### src/rtl/imm_gen_pkg.sv
// Shared encodings and helpers for the RV32I immediate generator.
// Imported by the combinational decoder and the registered wrapper.
package imm_gen_pkg;

  typedef enum logic [2:0] {
    IMM_I   = 3'b000,
    IMM_S   = 3'b001,
    IMM_U   = 3'b010,
    IMM_SH  = 3'b011,
    IMM_Z   = 3'b100,
    IMM_B   = 3'b101,
    IMM_J   = 3'b110,
    IMM_RSV = 3'b111
  } imm_src_e;

  localparam int XLEN   = 32;
  localparam int IBITS  = 25;

  function automatic logic [XLEN-1:0] sext12(
    input logic [11:0] v
  );
    return {{20{v[11]}}, v};
  endfunction

  function automatic logic [XLEN-1:0] sext13(
    input logic [12:0] v
  );
    return {{19{v[12]}}, v};
  endfunction

  function automatic logic [XLEN-1:0] sext21(
    input logic [20:0] v
  );
    return {{11{v[20]}}, v};
  endfunction

endpackage

### src/rtl/imm_decode.sv
// Combinational immediate extraction for all RV32I formats.
// Instr[k] carries instruction bit k+7.
module imm_decode
  import imm_gen_pkg::*;
(
  input  logic [24:0] Instr,
  input  logic [2:0]  ImmSrc,
  output logic [31:0] ImmExt,
  output logic        IllegalSrc
);

  logic [11:0] w_i;
  logic [11:0] w_s;
  logic [12:0] w_b;
  logic [20:0] w_j;

  assign w_i = Instr[24:13];
  assign w_s = {Instr[24:18], Instr[4:0]};
  assign w_b = {Instr[24], Instr[0],
                Instr[23:18], Instr[4:1], 1'b0};
  assign w_j = {Instr[24], Instr[12:5],
                Instr[13], Instr[23:14], 1'b0};

  always_comb begin
    ImmExt     = 32'h0000_0000;
    IllegalSrc = 1'b0;
    case (ImmSrc)
      IMM_I:   ImmExt = sext12(w_i);
      IMM_S:   ImmExt = sext12(w_s);
      IMM_U:   ImmExt = {Instr[24:5], 12'h000};
      IMM_SH:  ImmExt = {27'd0, Instr[17:13]};
      IMM_Z:   ImmExt = {27'd0, Instr[12:8]};
      IMM_B:   ImmExt = sext13(w_b);
      IMM_J:   ImmExt = sext21(w_j);
      IMM_RSV: IllegalSrc = 1'b1;
      default: begin
        ImmExt     = 32'h0000_0000;
        IllegalSrc = 1'b1;
      end
    endcase
  end

endmodule

### src/rtl/imm_gen.sv
// Immediate generator: combinational decode plus a one-cycle
// enabled output register with synchronous active-low reset.
module imm_gen
  import imm_gen_pkg::*;
(
  input  logic        clk,
  input  logic        rst_n,
  input  logic [24:0] Instr,
  input  logic [2:0]  ImmSrc,
  input  logic        En,
  output logic [31:0] ImmExt,
  output logic        IllegalSrc,
  output logic [31:0] ImmExtQ,
  output logic        ValidQ
);

  logic [31:0] w_imm;
  logic        w_ill;
  logic [31:0] r_imm_q;
  logic        r_valid_q;

  imm_decode u_dec (
    .Instr      (Instr),
    .ImmSrc     (ImmSrc),
    .ImmExt     (w_imm),
    .IllegalSrc (w_ill)
  );

  // Reset wins over En so a mid-stream reset never half-loads.
  always_ff @(posedge clk) begin
    if (!rst_n) begin
      r_imm_q   <= 32'h0000_0000;
      r_valid_q <= 1'b0;
    end else if (En) begin
      r_imm_q   <= w_imm;
      r_valid_q <= ~w_ill;
    end
  end

  assign ImmExt     = w_imm;
  assign IllegalSrc = w_ill;
  assign ImmExtQ    = r_imm_q;
  assign ValidQ     = r_valid_q;

endmodule

### config.mk
export PLATFORM = sky130hd
export DESIGN_NAME = imm_gen
export DESIGN_NICKNAME = d
export VERILOG_FILES = /design/src/rtl/imm_gen_pkg.sv /design/src/rtl/imm_decode.sv /design/src/rtl/imm_gen.sv
export SDC_FILE = /design/constraint.sdc
export NUM_CORES = 1
export LEC_CHECK = 0
export BUFFER_PORTS_ARGS = -buffer_cell sky130_fd_sc_hd__clkbuf_2
export CORE_MARGIN = 2
export CORE_UTILIZATION = 40
export CTS_CLUSTER_SIZE = 28
export DETAILED_ROUTE_END_ITERATION = 10
export PLACE_DENSITY = 0.86
export SLEW_MARGIN = 20
export SYNTH_ARGS = -nofsm -noshare
export SYNTH_HDL_FRONTEND = slang
export SYNTH_SLANG_ARGS = --single-unit
export TNS_END_PERCENT = 30
### constraint.sdc
create_clock -name clk -period 1.5 [get_ports clk]
set_clock_uncertainty 0.05 [all_clocks]
set_input_delay 0.3 -clock clk [delete_from_list [all_inputs] [get_ports clk]]
set_output_delay 0.3 -clock clk [all_outputs]
set_load 0.02 [all_outputs]
# Word-level counts from Yosys, hierarchy flattened
# Cells that the tools add are included.
dict set report totals {
  latchBits 0
  register_bits 33
  ram_bits 0
  mem_bits_ro 0
  out_inout_bits 66
  memories 0
}
dict set report op_classes {
  shifts 0
  multipliers 0
  mux 2
  reduce_logical 1
  n_div 0
  eq_ne 7
  n_bitwise 1
  magnitude_cmp 0
  n_addsub 0
}
# cell n
set op_table {}
lappend op_table {{$pmux 32 s7} 1}
lappend op_table {{$eq 3x3->1 const B} 4}
lappend op_table {{$eq 3x2->1 const B} 2}
lappend op_table {{$eq 3x1->1 const B} 1}
lappend op_table {{$logic_not 3->1} 1}
lappend op_table {{$mux 1} 1}
lappend op_table {{$not 1->1} 1}

# Depth between registers and ports, before layout
# Gate-level depths: netlist of run 1.
dict set report depth {
  ltp_word 3
  ltp_mapped 6
  depth_no_buf 4
}

# Hierarchy
# Synthesis of run 1 repeated with hierarchy kept, for this count alone.
dict set report unflattened {
  cells_unflattened 194
  hier_area_um2 1843.0
}
# module seq_area_each_um2 cells_per_inst area_per_inst_um2 instances
set modules_own_cells {}
lappend modules_own_cells {imm_gen 660.6 106 1277.5 1}
lappend modules_own_cells {imm_decode 0.0 88 565.5 1}

# Least setup slack after synthesis of run 1
# OpenSTA, ideal clock, no wires.
dict set report synth_timing {
  path_kind {input-to-output}
  startpoint {input port ImmSrc[1]}
  endpoint {output port ImmExt[1]}
  required_time_ps 1150
  path_slack_ps 17
  arrival_time_ps 1133
  path_buffers 1
  path_stages 5
  path_cell_list {buf_6 -> or3_1 -> o21ai_2 -> nand2_1 -> nand2_1}
}
dict set report synth_between {
  elab_chain_cells 2
}
# item line
set synth_lines {}
lappend synth_lines {{from (decl)} imm_gen.sv:9} ;# input logic [2:0] ImmSrc,
lappend synth_lines {{$eq 3x3->1, or another cell as far along} imm_decode.sv:27} ;# case (ImmSrc)
lappend synth_lines {{$pmux 32 s7 *} imm_decode.sv:27}
lappend synth_lines {{to (decl)} imm_gen.sv:11} ;# output logic [31:0] ImmExt,
# Mark *: on every way between the ends. The rest lies on a longest branch, timed or not.

# Worst setup path after layout of run 1
dict set report layout_timing {
  startpoint {input port ImmSrc[2]}
  endpoint {output port ImmExt[1]}
}
# The elaborated chain is that of the path after synthesis.

==> results.py, run 1 <==
metrics = {
    "critical_path": {
        "ff2ff_path_depth": 2,
        "regToRegEndpoint": "ImmExtQ[4]",
        "worst_ep_arrival_time_ns": 1.34,
        "r2r-start": "ImmExtQ[4]",
        "end_kind": "output pin",
        "crit_path_start_kind": "input pin",
        "critPathRequiredTime_ns": 1.15,
        "critPathMaxFanout": 6,
        "cpMostUsedCell": "nand2_1",
        "cpMaxStageDelayCell": "or3_4",
        "r2r_slack_ns": 0.70,
        "path_class": "input pin to output pin",
        "path_cells": "buf_8, buf_12, or3_4, o21ai_4, nand2_1, nand2_1, clkbuf_8",
        "max_stage_delay_ns": 0.33,
    },
    "outcome": {
        "status": "finished, violations left",
        "violations": "negative setup slack",
    },
    "timing": {
        "period_share": 1.129,
        "tightest_slew_ns": 0.5010,
        "slew_headroom": 0.6656,
        "worst_slack_ns": -0.1942,
        "rsz0062_at_grt": "yes",
        "max_freq_ghz": 0.5902,
        "hold_viol_final": 0,
        "finalMaxSlewViolations": 0,
        "finalCriticalPeriod_ns": 1.694,
        "setup-violations-final": 33,
        "fin_setup_tns_ns": -2.355,
    },
    "global_route": {
        "grt_use_total": 0.2334,
        "grt_overflow": 0,
        "grt_pass1_wl_um": 8038,
        "grt_max_degree": 66,
        "grt_pass1_vias": 1689,
        "antenna_found_initial": 0,
    },
    "floorplanning": {
        "die_h_um": 67.97,
        "coreArea_um2": 3971,
        "rows": 23,
        "fp.dieW_um": 67.97,
        "io_pins": 97,
        "die_area_um2": 4619,
        "start_util": 0.4121,
    },
    "detailed_routing": {
        "routedWlPerCell_um": 15.93,
        "drt-vias-per-instance": 5.355,
        "num_vias": 2067,
        "drtAntennaViolNets": 0,
        "drc": 0,
        "wl_um": 6149,
        "firstDrtPassIters": 4,
        "drt_iter0_drc": 105,
    },
    "placed_design": {
        "place_inst": 361,
        "dpl_cell_area_um2": 2346,
        "gp_congestion": 0.8515,
        "place.port_buffers": 96,
        "hpwl_um": 3576,
        "dp_slack_ns": -0.2002,
    },
    "clock_tree": {
        "htreeDepth": 2,
        "clock-root-buffer": "clkbuf_8",
        "clockBufferDepth": 2,
        "cts_tree": "yes",
        "cts.sinks": 33,
        "clk_pin_slew_ns": 0.07,
        "insertion_delay_ns": 0.28,
        "cts_inserted_buffers": 5,
    },
    "hold_path": {
        "min_to": "ImmExtQ[5]",
        "hp-start": "Instr[18]",
        "min-delay-path-class": "input pin to flop",
        "hold_depth": 3,
    },
    "layout": {
        "drive_above_1_share": 0.6161,
        "area_growth_pct": 80.50,
        "postLayoutCoreUtil": 0.7439,
        "fillers": 281,
        "fin_cells": 386,
        "fin_area_um2": 2954,
        "final_nets": 366,
        "final_common_cell": "clkbuf_2",
        "n_antenna_cell": 0,
        "mostFrequentLayoutCells": "clkbuf_2, buf_4, dfxtp_1, nand2_2, o21ai_0",
    },
    "run": {
        "maxCapViolCount": 0,
    },
    "yosys": {
        "synth_warnings": 0,
        "synth_cells": 204,
        "netlist_area_um2": 1637,
        "ys_seq_elements": 33,
        "synth-edff-count": 0,
        "synth.distinct_cells": 31,
        "syn-num-nets": 235,
        "postSynth.asyncResetShare": 0,
        "syn_area_per_cell_um2": 8.022,
        "ys_seq_area_frac": 0.4037,
        "ys.flop_type": "dfxtp_1",
    },
    "pwr": {
        "p_per_area_nw_per_um2": 864.6,
        "seqPwrFrac": 0.378,
        "switchingPower_mw": 0.8763,
        "p_sw_frac": 0.3431,
        "p_int_mw": 1.678,
        "ir_drop_uv": 597.9,
        "power_frac_comb": 0.365,
        "clkPwrFrac": 0.257,
        "power_leakage_nw": 1.443,
    },
}
-- power by group through the flow --
stage / clock network [mW] / registers (mW) / logic (mW)
floorplan: 0 / 1.05 / 0.332
global placement: 0 / 0.981 / 0.681
detailed placement: 0 / 0.983 / 0.689
CTS: 0.671 / 0.964 / 0.769
global route: 0.713 / 0.971 / 0.983
finish: 0.656 / 0.966 / 0.933
-- per-stage QoR --
| step | hold slack (ns) | total power [mW] |
|---|---|---|
| after floorplan | 0.3883 | 1.385 |
| after global placement | 0.4052 | 1.662 |
| after detailed placement | 0.4162 | 1.673 |
| after CTS | 0.2500 | 2.403 |
| after global routing | 0.2712 | 2.668 |
| final | 0.2699 | 2.554 |
-- metal layers --
layer	wire length, um	vias to the layer above	GRT usage
li1	-	972	-
met1	2326	956	0.2690
met2	3094	110	0.4066
met3	461	29	0.06579
met4	266	0	0.09000
met5	0	-	0
-- critical path: cells and delay by family --
kind	cells	cell delay [ns]
AOI/OAI and AO/OA	1	0.10
buffers and inverters	3	0.38
and+or+nand+nor	3	0.56
-- synth_stat cells, types with 4 or more instances --
| master | instances | area share |
|---|---|---|
| a211oi_1 | 9 | 0.041 |
| a21oi_1 | 17 | 0.052 |
| a31oi_1 | 17 | 0.065 |
| a32oi_1 | 4 | 0.021 |
| and2_1 | 6 | 0.023 |
| buf_2 | 6 | 0.018 |
| clkbuf_1 | 6 | 0.014 |
| dfxtp_1 | 33 | 0.40 |
| inv_1 | 10 | 0.023 |
| nand2_1 | 22 | 0.050 |
| nand2_2 | 10 | 0.038 |
| nand2b_1 | 8 | 0.031 |
| nand3_1 | 9 | 0.028 |
| nor2_1 | 11 | 0.025 |
| o21ai_0 | 18 | 0.055 |
-- flip-flops by register name (all words and copies together) (netlist names) --
name,flops
ImmExtQ,32
ValidQ,1
-- timing repair --
action                     4_1_cts  5_1_grt
resized for setup               33       95
setup endpoints to repair       32       34
hold buffers                     0        0
buffers inserted                11        5
cloned                           0        1
pin swaps                        6       13
-- layout make-up --
type	count	area [um2]	area share
Timing Repair Buffer	140	1077	0.3647
Multi-Input combinational cell	144	1023	0.3465
Sequential cell	33	660.6	0.2236
Clock buffer	5	68.82	0.02330
Tap cell	50	62.56	0.02118
Inverter	11	43.79	0.01482
Clock inverter	3	17.52	0.005930
-- logic make-up after synthesis --
family / after synthesis / share of synthesized area
buffers and inverters: 27 / 0.07951
DFF: 33 / 0.4037
xor gates and xnor gates: 2 / 0.01529
muxes: 2 / 0.01223
and+or+nand+nor: 73 / 0.2431
AOI/OAI and AO/OA: 67 / 0.2462
-- worst max-delay path by stage --
| stage | slack (ns) | depth (start not counted) | to | start |
|---|---|---|---|---|
| after floorplan | 0.02 | 5 | ImmExt[1] | ImmSrc[1] |
| final | -0.19 | 7 | ImmExt[1] | ImmSrc[2] |
| after CTS | -0.14 | 7 | ImmExt[1] | ImmSrc[2] |
| after global placement | -0.17 | 6 | ImmExt[4] | ImmSrc[1] |
| after global routing | -0.21 | 7 | ImmExt[1] | ImmSrc[2] |
| after detailed placement | -0.20 | 6 | ImmExt[1] | ImmSrc[1] |
(Power assumes the default switching activity.)
==> run 2, diff against run 1 <==
--- a/config.mk
+++ b/config.mk
@@ -5,12 +5,13 @@
 export SDC_FILE = /design/constraint.sdc
 export NUM_CORES = 1
 export LEC_CHECK = 0
+export ABC_AREA = 1
 export BUFFER_PORTS_ARGS = -buffer_cell sky130_fd_sc_hd__clkbuf_2
 export CORE_MARGIN = 2
 export CORE_UTILIZATION = 40
 export CTS_CLUSTER_SIZE = 28
 export DETAILED_ROUTE_END_ITERATION = 10
-export PLACE_DENSITY = 0.86
+export PLACE_DENSITY = 0.85
 export SLEW_MARGIN = 20
 export SYNTH_ARGS = -nofsm -noshare
 export SYNTH_HDL_FRONTEND = slang
==> results.py, run 2 <==
metrics = {
    "outcome": {
        "status": "finished, violations left",
        "violations": "negative setup slack",
    },
    "layout": {
        "final_common_cell": "clkbuf_2",
        "n_antenna_cell": 0,
        "area_growth_pct": 60.91,
        "layout.area.seq_um2": 660.6,
        "mostFrequentLayoutCells": "clkbuf_2, nand2_1, nor2_1, inv_1",
        "drive_above_1_share": 0.3980,
        "final_nets": 432,
        "fin_cells": 452,
        "largest_register_ffs": 32,
        "fillers": 346,
        "multi_input_area_um2": 938.4,
    },
    "yosys": {
        "synth_cells": 286,
        "synth_top_area_share": 0.3829,
        "postSynth.asyncResetShare": 0,
        "yosysMostFrequentCell": "nand2_1",
        "netlist_area_um2": 1725,
        "syn_area_per_cell_um2": 6.033,
        "synthTopCellsByArea": "dfxtp_1, nand2_1, nor2_1",
        "ys_seq_area_frac": 0.3829,
        "ys_seq_elements": 33,
        "syn-num-nets": 317,
        "synth.distinct_cells": 14,
        "synth-edff-count": 0,
        "yosysTopAreaCell": "dfxtp_1",
        "ys.flop_type": "dfxtp_1",
        "synth_warnings": 0,
        "netlist_top_cells_count": "nand2_1, nor2_1, inv_1, nand3_1, dfxtp_1",
    },
    "timing": {
        "hold_viol_final": 0,
        "tightest_slew_ns": 0.3432,
        "setup-violations-final": 4,
        "max_freq_ghz": 0.6470,
        "worst_slack_ns": -0.04562,
        "finalCriticalPeriod_ns": 1.546,
        "period_share": 1.030,
        "finalMaxSlewViolations": 0,
        "rsz0062_at_grt": "yes",
        "holdWs_ns": 0.2274,
        "slew_headroom": 0.7712,
    },
    "critical_path": {
        "critPathMaxFanout": 6,
        "r2r_slack_ns": 0.72,
        "crit_path_start_kind": "input pin",
        "ff2ff_path_depth": 4,
        "regToRegEndpoint": "ImmExtQ[27]",
        "worst_ep_arrival_time_ns": 1.20,
        "r2r-start": "ImmExtQ[27]",
        "end_kind": "output pin",
        "critPathRequiredTime_ns": 1.15,
        "path_class": "input pin to output pin",
    },
    "hold_path": {
        "hp-start": "Instr[21]",
        "hold_depth": 3,
        "min_to": "ImmExtQ[8]",
        "min-delay-path-class": "input pin to flop",
    },
    "global_route": {
        "grt_use_total": 0.2253,
        "grt_overflow": 0,
        "grt_max_degree": 35,
        "grt_pass1_wl_um": 8921,
        "grt_pass1_vias": 1890,
        "antenna_found_initial": 0,
    },
    "placed_design": {
        "dp_slack_ns": -0.07902,
        "gp_congestion": 0.8588,
        "place.port_buffers": 96,
        "place_inst": 441,
        "hpwl_um": 4042,
    },
    "clock_tree": {
        "clk_pin_slew_ns": 0.07,
        "htreeDepth": 2,
        "holdBufCountCts": 0,
        "clock-root-buffer": "clkbuf_8",
        "cts.sinks": 33,
        "clockBufferDepth": 2,
        "cts_inserted_buffers": 5,
        "insertion_delay_ns": 0.28,
        "cts_tree": "yes",
    },
    "floorplanning": {
        "die_area_um2": 4855,
        "rows": 23,
        "start_util": 0.4222,
        "coreArea_um2": 4086,
        "io_pins": 97,
        "fp.dieW_um": 69.68,
        "die_h_um": 69.68,
    },
    "detailed_routing": {
        "drtAntennaViolNets": 0,
        "num_vias": 2232,
        "drc": 0,
        "wl_um": 6040,
        "firstDrtPassIters": 4,
        "drt_iter0_drc": 182,
        "drt-vias-per-instance": 4.938,
        "routedWlPerCell_um": 13.36,
    },
    "pwr": {
        "power_leakage_nw": 1.690,
        "p_per_area_nw_per_um2": 950.0,
        "p_total_mw": 2.637,
        "ir_drop_uv": 538.8,
    },
    "run": {
        "maxCapViolCount": 0,
    },
}
run 2: changes by cell type after synthesis, sizes merged, moves of 4 or more:
cell and change:
a31oi -17, inv +29, a21oi -8, nand2b -8, a211oi -9, nand3 +28, a32oi -4, nand2 +45
nor2 +41, and2 -6
run 2: worst max-delay path by stage:
stage / cells after the start / to / slack (ns) / start
2_1_floorplan: 6 / ImmExt[1] / 0.05 / ImmSrc[1]
3_3_place_gp: 7 / ImmExt[26] / -0.07 / ImmSrc[1]
3_5_place_dp: 7 / ImmExt[22] / -0.08 / ImmSrc[1]
4_1_cts: 8 / ImmExt[10] / -0.04 / ImmSrc[0]
5_1_grt: 8 / ImmExt[5] / -0.08 / ImmSrc[0]
6_report: 8 / ImmExt[5] / -0.05 / ImmSrc[0]
run 2: logic make-up (layout without fill, tap and decap cells):
logic type / after synthesis / count (layout) / share of synthesized area
DFF: 33 / 33 / 0.3829
AOI/OAI and AO/OA: 27 / 27 / 0.07832
buffers and inverters: 56 / 172 / 0.1356
and+or+nand+nor: 170 / 170 / 0.4032
run 2: critical path: stages:
cell	delay, ns
buf_4	0.15
inv_6	0.08
nand3_2	0.10
nand2_4	0.12
buf_6	0.14
nand2_2	0.07
inv_1	0.09
buf_4	0.14
run 2: where the power goes:
part	switching [mW]	internal, mW
sequential	0.0314	0.937
clock	0.334	0.542
combinational	0.486	0.307
run 2: stage by stage:
stage | utilization | cell area (um2) | setup TNS, ns
2_1_floorplan | - | 1725 | 0
3_3_place_gp | 0.5867 | 2397 | -0.7929
3_5_place_dp | 0.5867 | 2397 | -0.9370
4_1_cts | 0.6402 | 2616 | -0.3879
5_1_grt | 0.6794 | 2776 | -0.5384
6_report | 0.6794 | 2776 | -0.06513
run 2: cell type report:
cell class                 instances  share of cell area
clock inverter                     1             0.01082
sequential                        33              0.2379
timing repair buffer             124              0.3037
tap                               50             0.02253
clock buffer                       7             0.03110
inverter                          40             0.05588
multi-input combinational        197              0.3380
run 2: metal layers:
metal  vias to the layer above  share of wire  GRT usage
met3                        20          0.070    0.05087
met5                         -              0          0
met1                      1005           0.40     0.2875
li1                       1109              -          -
met2                        98           0.49     0.3750
met4                         0          0.037    0.07692
run 2: what timing repair did:
item	in CTS	in global routing
cloned	1	0
gates resized for setup	23	74
pin swaps	1	11
hold endpoints to repair	0	0
setup buffers	2	0
endpoints found under the setup margin	21	28
==> run 3, diff against run 2 <==
--- a/config.mk
+++ b/config.mk
@@ -6,7 +6,7 @@
 export NUM_CORES = 1
 export LEC_CHECK = 0
 export ABC_AREA = 1
-export BUFFER_PORTS_ARGS = -buffer_cell sky130_fd_sc_hd__clkbuf_2
+export BUFFER_PORTS_ARGS = -buffer_cell sky130_fd_sc_hd__buf_2
 export CORE_MARGIN = 2
 export CORE_UTILIZATION = 40
 export CTS_CLUSTER_SIZE = 28
==> results.py, run 3 (synthesis results as in run 2) <==
metrics = {
    "outcome": {
        "status": "finished, violations left",
        "violations": "negative setup slack",
    },
    "detailed_routing": {
        "firstDrtPassIters": 4,
        "drtAntennaViolNets": 0,
        "routedWlPerCell_um": 12.53,
        "wl_um": 5650,
        "drt-vias-per-instance": 4.856,
        "drt_iter0_drc": 165,
        "drc": 0,
        "num_vias": 2190,
    },
    "layout": {
        "mostFrequentLayoutCells": "buf_2, nand2_1, nor2_1, inv_1, nand3_1",
        "final_nets": 431,
        "fin_cells": 451,
        "fin_area_um2": 2690,
        "postLayoutCoreUtil": 0.6583,
        "drive_above_1_share": 0.3940,
        "area_growth_pct": 55.91,
        "final_common_cell": "buf_2",
        "largest_register_ffs": 32,
        "n_antenna_cell": 0,
    },
    "clock_tree": {
        "post_cts_buffers": 0,
        "clockBufferDepth": 2,
        "cts_inserted_buffers": 5,
        "cts_tree": "yes",
        "clk_pin_slew_ns": 0.08,
        "holdBufCountCts": 0,
        "clock-root-buffer": "clkbuf_8",
        "htreeDepth": 2,
        "insertion_delay_ns": 0.29,
        "cts.sinks": 33,
    },
    "floorplanning": {
        "fp.dieW_um": 69.68,
        "die_area_um2": 4855,
        "start_util": 0.4222,
        "rows": 23,
        "coreArea_um2": 4086,
        "io_pins": 97,
        "die_h_um": 69.68,
    },
    "timing": {
        "holdWs_ns": 0.2357,
        "finalCriticalPeriod_ns": 1.510,
        "period_share": 1.007,
        "setup-violations-final": 2,
        "tightest_slew_ns": 0.2951,
        "hold_viol_final": 0,
        "finalMaxSlewViolations": 0,
        "slew_headroom": 0.8033,
        "rsz0062_at_grt": "yes",
        "worst_slack_ns": -0.009983,
        "max_freq_ghz": 0.6623,
    },
    "placed_design": {
        "place_inst": 442,
        "dp_slack_ns": -0.06908,
        "gp_congestion": 0.8775,
        "hpwl_um": 4027,
        "place.port_buffers": 96,
        "dpl_cell_area_um2": 2405,
    },
    "critical_path": {
        "worst_ep_arrival_time_ns": 1.16,
        "crit_path_start_kind": "input pin",
        "critPathMaxFanout": 15,
        "cpMaxStageDelayCell": "nand2_4",
        "max_stage_delay_ns": 0.16,
        "cp_num_buf_inv": 3,
        "critPathTopFamily": "simple AND/OR/NAND/NOR gates",
        "path_class": "input pin to output pin",
        "cpMostUsedCell": "nand2_2",
        "path_cells": "buf_4, inv_4, nand2_2, nand2_2, nand2_2, nand2_4, nand2_1, buf_6",
        "critPathRequiredTime_ns": 1.15,
        "end_kind": "output pin",
    },
    "pwr": {
        "power_frac_comb": 0.317,
        "power_leakage_nw": 1.678,
        "ir_drop_uv": 500.2,
        "switchingPower_mw": 0.8455,
        "seqPwrFrac": 0.403,
        "clkPwrFrac": 0.280,
        "p_int_mw": 1.550,
        "p_sw_frac": 0.3529,
        "p_per_area_nw_per_um2": 890.6,
    },
    "hold_path": {
        "min-delay-path-class": "input pin to flop",
    },
    "global_route": {
        "grt_max_degree": 35,
        "antenna_found_initial": 0,
        "grt_pass1_wl_um": 8901,
        "grt_overflow": 0,
        "grt_pass1_vias": 1953,
        "grt_use_total": 0.2264,
    },
    "run": {
        "maxCapViolCount": 0,
    },
}
-- run 3: routing by layer --
layer	global-route usage	up-vias	wire (um)
met1	0.2638	977	2338
li1	-	1107	-
met5	0	-	0
met4	0.1261	0	206
met3	0.06977	18	387
met2	0.3686	88	2718
-- run 3: area by class of cell --
class	instances	area [um2]
Tap cell	50	62.56
Multi-Input combinational cell	197	912.1
Fill cell	358	1396
Timing Repair Buffer	123	815.8
Sequential cell	33	660.6
Inverter	40	152.6
Clock buffer	5	68.82
Clock inverter	3	17.52
-- run 3: tightest hold or removal path, delay by kind of cell --
family	cells	cell delay, ns
buffers and inverters	1	0.11
and+or+nand+nor	1	0.07
AOI/OAI and AO/OA	1	0.06
-- run 3: what timing repair did --
| action | in CTS | in global routing |
|---|---|---|
| pin swaps | 2 | 1 |
| gates cloned | 1 | 0 |
| hold endpoints to repair | 0 | 0 |
| resized for setup | 40 | 26 |
| endpoints found under the setup margin | 16 | 30 |
-- run 3: metrics by stage --
step	total power [mW]	setup TNS (ns)
floorplan	1.392	0
global placement	1.654	-0.4732
detailed placement	1.661	-0.5894
CTS	2.378	-0.09902
global route	2.520	-0.5888
finish	2.396	-0.01612
-- run 3: power by group through the flow --
stage / registers [mW] / clock network (mW) / logic (mW)
final: 0.965 / 0.671 / 0.759
after global placement: 0.983 / 0 / 0.671
after floorplan: 1.06 / 0 / 0.332
after detailed placement: 0.984 / 0 / 0.677
after global routing: 0.973 / 0.725 / 0.822
after CTS: 0.965 / 0.686 / 0.727
-- run 3: final timing paths --
kind / endpoint / slack, ns / depth (start not counted) / startpoint
hold reg to reg: ImmExtQ[11] / 0.48 / 2 / ImmExtQ[11]
hold / removal: ImmExtQ[5] / 0.24 / 3 / Instr[18]
setup / recovery: ImmExt[30] / -0.01 / 8 / ImmSrc[0]
setup reg to reg: ImmExtQ[27] / 0.76 / 4 / ImmExtQ[27]
